$ cat src/rtl/conv_weight_loader.sv
// Runtime weight store for the conv layer: takes a valid/ready stream of weight/bias words
// into a 64-entry RAM and serves a combinational ROM-style read port. Optional macro: WEIGHT_CHECKSUM_EN.
`ifndef DATA_WIDTH
`define DATA_WIDTH 32
`endif

module conv_weight_loader #(
  parameter int KERNEL_SIZE = 3,
  parameter int KERNEL_NUM  = 2,
  parameter int WEIGHT_NUM  = KERNEL_NUM * (KERNEL_SIZE * KERNEL_SIZE + 1),
  parameter int DEPTH       = 64
) (
  input  logic                   clk,
  input  logic                   rst_n,
  input  logic                   i_start,
  input  logic                   i_conv_busy,
  input  logic [`DATA_WIDTH-1:0] i_wr_data,
  input  logic                   i_wr_valid,
  output logic                   o_wr_ready,
  output logic [5:0]             o_wr_count,
  output logic                   o_load_done,
  input  logic [5:0]             i_rd_addr,
  output logic [`DATA_WIDTH-1:0] o_rd_data,
  output logic [`DATA_WIDTH-1:0] o_checksum,
  output logic [1:0]             o_dbg_state
);

  localparam int W = `DATA_WIDTH;
  localparam logic [5:0] LAST_ADDR = 6'(WEIGHT_NUM - 1);
  localparam logic [6:0] NUM_EXT   = 7'(WEIGHT_NUM);

  typedef enum logic [1:0] {
    IDLE = 2'd0,
    LOAD = 2'd1,
    DONE = 2'd2
  } state_t;

  state_t        state_q;
  state_t        state_d;
  logic [5:0]    wr_addr;
  logic          xfer;
  logic [W-1:0]  mem [DEPTH];

  // Handshake: a word moves on a rising edge where i_wr_valid && o_wr_ready. Ready depends only on
  // state and i_conv_busy, never on valid; a start pulse on the same edge wins and the word is dropped.
  assign xfer = (state_q == LOAD) && i_wr_valid && !i_conv_busy && !i_start;

  always_ff @(posedge clk or negedge rst_n) begin
    if (!rst_n) state_q <= IDLE;
    else        state_q <= state_d;
  end

  always_comb begin
    state_d    = state_q;
    o_wr_ready = 1'b0;
    case (state_q)
      IDLE: begin
        if (i_start) state_d = LOAD;
      end
      LOAD: begin
        o_wr_ready = !i_conv_busy;
        if (i_start)                          state_d = LOAD;
        else if (xfer && wr_addr == LAST_ADDR) state_d = DONE;
      end
      DONE: begin
        if (i_start) state_d = LOAD;
      end
      default: state_d = IDLE;
    endcase
  end

  assign o_dbg_state = state_q;

  always_ff @(posedge clk or negedge rst_n) begin
    if (!rst_n) begin
      wr_addr     <= '0;
      o_wr_count  <= '0;
      o_load_done <= 1'b0;
    end else if (i_start) begin
      wr_addr     <= '0;
      o_wr_count  <= '0;
      o_load_done <= 1'b0;
    end else if (xfer) begin
      wr_addr    <= wr_addr + 6'd1;
      o_wr_count <= o_wr_count + 6'd1;
      if (wr_addr == LAST_ADDR) o_load_done <= 1'b1;
    end
  end

  // RAM contents survive reset so a reset mid-load leaves earlier words in place.
  always_ff @(posedge clk) begin
    if (xfer) mem[wr_addr] <= i_wr_data;
  end

  assign o_rd_data = ({1'b0, i_rd_addr} < NUM_EXT) ? mem[i_rd_addr] : '0;

`ifdef WEIGHT_CHECKSUM_EN
  always_ff @(posedge clk or negedge rst_n) begin
    if (!rst_n)       o_checksum <= '0;
    else if (i_start) o_checksum <= '0;
    else if (xfer)    o_checksum <= o_checksum + i_wr_data;
  end
`else
  assign o_checksum = '0;
`endif

endmodule

$ cat config.mk
export PLATFORM = sky130hd
export DESIGN_NAME = conv_weight_loader
export DESIGN_NICKNAME = d
export VERILOG_FILES = /design/src/rtl/conv_weight_loader.sv
export SDC_FILE = /design/constraint.sdc
export NUM_CORES = 1
export LEC_CHECK = 0
export CORE_MARGIN = 5
export CORE_UTILIZATION = 60
export DETAILED_ROUTE_END_ITERATION = 8
export MAX_ROUTING_LAYER = met4
export PLACE_DENSITY = 0.82
export SYNTH_ARGS = -nofsm -noshare
export SYNTH_HDL_FRONTEND = slang
export SYNTH_SLANG_ARGS = --single-unit
$ cat constraint.sdc
create_clock -name clk -period 7.65 [get_ports clk]
set_input_delay 0.765 -clock clk [delete_from_list [all_inputs] [get_ports clk]]
set_output_delay 0.765 -clock clk [all_outputs]
set_load 0.03 [all_outputs]
==> flow_summary.json, run 1 <==
{
  "grt_max_degree": 95,
  "grt.overflow.total": 0,
  "seq_area_frac_synth_pct": 77.3,
  "synth_top_family_by_area": "multiplexers",
  "port_buffers": 84,
  "dr_total_vias": 20200,
  "cp_max_fo": 26,
  "tightest_slew_ns": 1.30,
  "outcome": "finished clean",
  "hold_buffers": 0,
  "hold_violations": 0,
  "via_per_inst": 6.98,
  "finClkSkew_ns": 0.0296,
  "syn_avg_cell_area_um2": 21.6,
  "syn_inst": 1843,
  "synth_compound_gate_area_share_pct": 4.08,
  "relSlewSlack_pct": 12.8,
  "cts_resized": 0,
  "wl_per_cell_um": 34.1,
  "r2r-start": "o_dbg_state[1]",
  "first_pass_iters": 5,
  "crit_required_ns": 6.88,
  "postCtsSetupRepairBufs": 0,
  "cts_tree": "built",
  "async_flop_share_pct": 1.46,
  "synth_cell_type_count": 50,
  "nets": 2006,
  "rsz0062_at_grt": "false",
  "die_h_um": 268,
  "p_per_area_mw_per_mm2": 260,
  "drive_gt1_share_pct": 22.9,
  "slowest_stage": "nand3b_1",
  "synth-adder-area-share_pct": 0.0629,
  "holdPathEnd": "o_dbg_state[0]",
  "critical_path_class": "input pin to output port",
  "period_needed_ns": 5.89,
  "r2r_cells": 4,
  "synth_ff_type": "edfxtp_1",
  "fin_setup_tns_ns": 0,
  "die-width_um": 268,
  "leakagePower_nw": 14.2,
  "crit_arrival_ns": 5.13,
  "synth_edf_count": 1012,
  "hp-start": "o_dbg_state[0]",
  "synth_top_area_share_pct": 76.3,
  "coreArea_mm2": 0.0657,
  "grt_pass1_wl_mm": 143,
  "critPathTopFamily": "buffers and inverters",
  "cts_buffers": 94,
  "final_antenna_net_count": 0,
  "fin_util_pct": 68.1,
  "cp_common_cell": "clkdlybuf4s50_1",
  "cts.clk_slew.worst_paths_ns": 0.06,
  "min_period_over_period_pct": 77.0,
  "synthSimpleGateAreaFrac_pct": 1.49,
  "path_buf_inv": 3,
  "grt_pass1_vias": 20700,
  "drc_errors": 0,
  "rows": 94,
  "synthXorXnorAreaFrac_pct": 0.220,
  "insertion_delay_ns": 0.65,
  "cpPeakStageDelay_ns": 0.99,
  "root_buffer": "clkbuf_16",
  "startpoint": "i_rd_addr[3]",
  "cap_violations": 0,
  "routabilityCongestion": 0.842,
  "syn_area_mm2": 0.0398,
  "dp_hpwl_mm": 49.2,
  "synth_area_leaders": "edfxtp_1, mux4_2, mux2i_1",
  "synthToLayoutAreaGrowth_pct": 12.4,
  "start_kind": "input pin",
  "first_iter_violations": 3321,
  "track_usage_pct": 28.7,
  "clkSinkCount": 1027,
  "slew_viol_final": 0,
  "cts_htree_levels": 3,
  "synthMuxAreaShare_pct": 14.3,
  "finalWirelength_mm": 98.9,
  "path_cells": "clkdlybuf4s50_1, nand3b_1, buf_4, o22ai_1, a2111oi_1, a211oi_1, clkdlybuf4s50_1",
  "ir_worst_vdd_mv": 0.201,
  "fmaxAchievable_mhz": 170,
  "r2r_end": "mem[9][1]",
  "ys_seq_elements": 1027,
  "holdPathStages": 1,
  "synth_area_leader_cell": "edfxtp_1",
  "antenna_found_initial": 2,
  "setup-violations-final": 0,
  "dieArea_mm2": 0.0716,
  "hp-class": "flip-flop to flip-flop",
  "cp-end-kind": "output port",
  "clockBufferDepth": 3,
  "ys_warn_count": 0,
  "top_level_ports": 117,
  "rrSetupSlack_ns": 3.94,
  "initial_core_util_pct": 60.5
}
[cell families (layout without fill, tap and decap cells)]
logic type,count (synthesis),in the layout
compound gates,207,207
flops,1027,1027
simple gates,120,120
fa+ha+maj,2,2
buf+inv,142,305
mux,334,334
xor+xnor,10,10
other cells,1,33
[worst register-to-register path, stage by stage (launching register included)]
cell	delay, ns
dfrtp_1	0.45
nor4bb_4	0.94
nand4b_1	0.69
nor2_4	0.77
buf_4	0.52
[cells in the final DEF (no fill, tap or decap), types with 8 or more instances in the layout]
cell	count
mux2_2	34
o221ai_1	32
xor2_1	8
a21oi_1	37
a22o_1	12
clkdlybuf4s50_1	80
nor2_1	15
edfxtp_1	1012
dfrtp_1	15
conb_1	32
mux2i_1	115
nand2_1	20
clkbuf_16	95
mux4_2	182
a221oi_1	17
a22oi_1	50
clkbuf_1	9
and3_1	15
a2111oi_2	8
buf_4	46
clkinv_1	18
bufinv_16	17
a211oi_1	26
o22ai_1	12
a2111oi_1	9
clkinv_2	23
nor2_4	33
[state kept, by name, summed over array words and instances, names as in the netlist]
| register | count |
|---|---|
| mem | 1012 |
| o_wr_count | 6 |
| o_dbg_state | 2 |
| wr_addr | 6 |
| o_load_done | 1 |
[cell type report]
cell class	count	area [µm²]
Antenna cell	1	2.50
Clock buffer	107	2450
Clock inverter	65	748
Fill cell	3743	21000
Inverter	2	7.51
Multi-Input combinational cell	705	8470
Sequential cell	1027	30800
Tap cell	864	1080
Timing Repair Buffer	131	1220
[routing by layer]
| metal | up-vias | routed length [µm] | track usage [%] |
|---|---|---|---|
| met2 | 1646 | 49600 | 45.9 |
| met3 | 272 | 11400 | 6.27 |
| met1 | 10400 | 34000 | 37.6 |
| li1 | 7938 | - | - |
| met5 | - | 0 | - |
| met4 | 0 | 3940 | 9.24 |
[Yosys cell counts (3+ instances only)]
| library cell | number |
|---|---|
| edfxtp_1 | 1012 |
| mux4_2 | 182 |
| mux2i_1 | 115 |
| a22oi_1 | 50 |
| nor2_1 | 47 |
| clkbuf_1 | 42 |
| buf_4 | 40 |
| a21oi_1 | 37 |
| mux2_2 | 34 |
| o221ai_1 | 32 |
| buf_2 | 27 |
| a211oi_1 | 26 |
| nand2_1 | 20 |
| a221oi_1 | 17 |
| buf_6 | 17 |
| and3_1 | 15 |
| dfrtp_1 | 15 |
| a22o_1 | 12 |
| o22ai_1 | 12 |
| a2111oi_1 | 9 |
| a2111oi_2 | 8 |
| nor2b_1 | 8 |
| xor2_1 | 8 |
| buf_12 | 7 |
| nand3_1 | 7 |
| buf_1 | 4 |
| nand4_1 | 4 |
| and2_1 | 3 |
| buf_8 | 3 |
| mux4_1 | 3 |
[worst max path at each step]
stage	end	slack, ns	cells past startpoint
floorplan	o_rd_data[19]	3.98	8
global placement	o_rd_data[13]	1.92	7
detailed placement	o_rd_data[13]	1.94	7
CTS	o_rd_data[13]	1.85	7
global route	o_rd_data[13]	1.82	7
finish	o_rd_data[13]	1.76	7
[metrics by stage]
step	power (mW)	worst slack (ns)	cell area (µm²)	hold slack (ns)	instances
CTS	11.7	1.85	44700	0.534	2901
detailed placement	6.87	1.94	41500	0.516	2729
global route	12.0	1.82	44700	0.556	2902
global placement	6.85	1.92	41500	0.507	2729
finish	11.6	1.76	44700	0.532	2902
floorplan	6.67	3.98	39900	0.469	1874
[power by group]
part	switching, mW	internal [mW]	leakage, nW
combinational	0.366	0.200	3.31
sequential	0.00439	6.19	9.30
clock	2.01	2.87	1.57
Power figures use the tool's default switching activity.
==> inputs of run 2 (changes only) <==
Settings changed: CORE_UTILIZATION 60 to 56, PLACE_DENSITY 0.82 to 0.78.
Clock period 7.65 ns to 6.1 ns, I/O delays scaled along.
==> flow_summary.json, run 2 (synthesis gave the netlist of run 1 again) <==
{
  "seqCellArea_mm2": 0.0308,
  "cap_violations": 0,
  "hold_buffers": 0,
  "met2WireLength_mm": 47.4,
  "cp_max_fo": 79,
  "p_seq_share_pct": 55.0,
  "leakagePower_nw": 14.2,
  "clkSinkCount": 1027,
  "rows": 97,
  "fin_setup_tns_ns": 0,
  "root_buffer": "clkbuf_16",
  "tightest_slew_ns": 1.31,
  "mostFrequentLayoutCell": "edfxtp_1",
  "cts_htree_levels": 3,
  "hold_violations": 0,
  "largest_reg_flops": 1012,
  "outcome": "finished clean",
  "r2r_cells": 5,
  "crit_arrival_ns": 4.24,
  "via_per_inst": 6.64,
  "start_kind": "input pin",
  "nets": 2027,
  "top_level_ports": 117,
  "dr_total_vias": 20000,
  "clockBufferDepth": 3,
  "die-width_um": 277,
  "cts.clk_slew.worst_paths_ns": 0.06,
  "critical_path_class": "input pin to output port",
  "first_pass_iters": 5,
  "routed.top_layer": "met4",
  "cts_resized": 0,
  "p_per_area_mw_per_mm2": 315,
  "met1_length_mm": 35.3,
  "postCtsSetupRepairBufs": 0,
  "initial_core_util_pct": 56.6,
  "grt_pass1_wl_mm": 141,
  "dp_hpwl_mm": 54.4,
  "setup-violations-final": 0,
  "p_comb_share_pct": 5.0,
  "grt_max_degree": 82,
  "rsz0062_at_grt": "false",
  "power.switching_mw": 2.98,
  "multi_input_area_mm2": 0.00845,
  "r2r_end": "mem[26][10]",
  "synthToLayoutAreaGrowth_pct": 12.5,
  "finalWirelength_mm": 96.6,
  "power.internal_mw": 11.1,
  "r2r-start": "o_dbg_state[1]",
  "clkPwrFrac_pct": 40.0,
  "track_usage_pct": 25.8,
  "fill_cells": 4372,
  "cts_buffers": 96,
  "insertion_delay_ns": 0.67,
  "finClkSkew_ns": 0.0141,
  "top_register": "mem",
  "met3_wirelength_mm": 10.4,
  "rrSetupSlack_ns": 2.26,
  "relSlewSlack_pct": 12.3,
  "port_buffers": 84,
  "swShare_pct": 21.1,
  "wl_per_cell_um": 32.1,
  "place_inst": 2824,
  "cp-end-kind": "output port",
  "slew_viol_final": 0,
  "ir_worst_vdd_mv": 0.220,
  "reg_top3": "mem: 1012 flops, o_wr_count: 6 flops, wr_addr: 6 flops",
  "final_cell_mix": "edfxtp_1, mux4_2, mux2i_1",
  "drc_errors": 0,
  "die_h_um": 277,
  "final_antenna_net_count": 0,
  "period_needed_ns": 4.85,
  "crit_required_ns": 5.49,
  "drive_gt1_share_pct": 22.8,
  "antenna_found_initial": 7,
  "finalPower_mw": 14.1,
  "first_iter_violations": 2921,
  "coreArea_mm2": 0.0703,
  "cts_tree": "built",
  "fmaxAchievable_mhz": 206,
  "grt_pass1_vias": 20500,
  "min_period_over_period_pct": 79.5,
  "hp-class": "input pin to asynchronous set/reset pin",
  "instances_no_fill": 3007,
  "routabilityCongestion": 0.846,
  "dieArea_mm2": 0.0765,
  "grt.overflow.total": 0
}
==> run 2: metrics by stage <==
stage / setup WS (ns) / area, µm² / hold WS, ns / utilization (%)
final: 1.25 / 44800 / 0.359 / 63.7
after global routing: 1.15 / 44800 / 0.414 / 63.7
after CTS: 1.34 / 44800 / 0.341 / 63.7
after detailed placement: 1.38 / 41800 / 0.525 / 59.5
after global placement: 1.35 / 41800 / 0.510 / 59.5
after floorplan: 2.74 / 39900 / 0.314 / -
==> run 2: how the worst max path moves through the flow <==
stage	startpoint	to	slack, ns
2_1_floorplan	i_rd_addr[0]	o_rd_data[19]	2.74
3_3_place_gp	i_rd_addr[3]	o_rd_data[16]	1.35
3_5_place_dp	i_rd_addr[3]	o_rd_data[16]	1.38
4_1_cts	i_rd_addr[3]	o_rd_data[16]	1.34
5_1_grt	i_rd_addr[2]	o_rd_data[0]	1.15
6_report	i_rd_addr[2]	o_rd_data[5]	1.25
==> run 2: layout make-up <==
type,count,area share (%)
flip-flops and latches,1027,68.7
inverters,2,0.0168
diodes,5,0.0279
repair buffers,150,3.15
clock buffers,127,5.78
multi-input cells,705,18.9
well taps,940,2.63
clock inverters,51,0.805
==> run 2: power by group through the flow <==
stage	clock, mW	combinational (mW)	sequential [mW]
after floorplan	0	0.442	7.92
after global placement	0	0.680	7.92
after detailed placement	0	0.700	7.92
after CTS	5.69	0.704	7.77
after global routing	6.02	0.743	7.77
final	5.64	0.708	7.77
==> run 2: critical path, stage by stage <==
cell             delay [ns]
buf_6                  0.64
or3b_2                 0.89
o22ai_1                0.37
a2111oi_2              0.10
a211oi_1               0.74
clkdlybuf4s50_1        0.82
==> run 2: metal layers <==
layer | GRT usage (%) | vias to the layer above
met3 | 5.47 | 225
met4 | 9.30 | 0
met2 | 39.9 | 1372
met1 | 34.6 | 10400
li1 | - | 7987
met5 | - | -
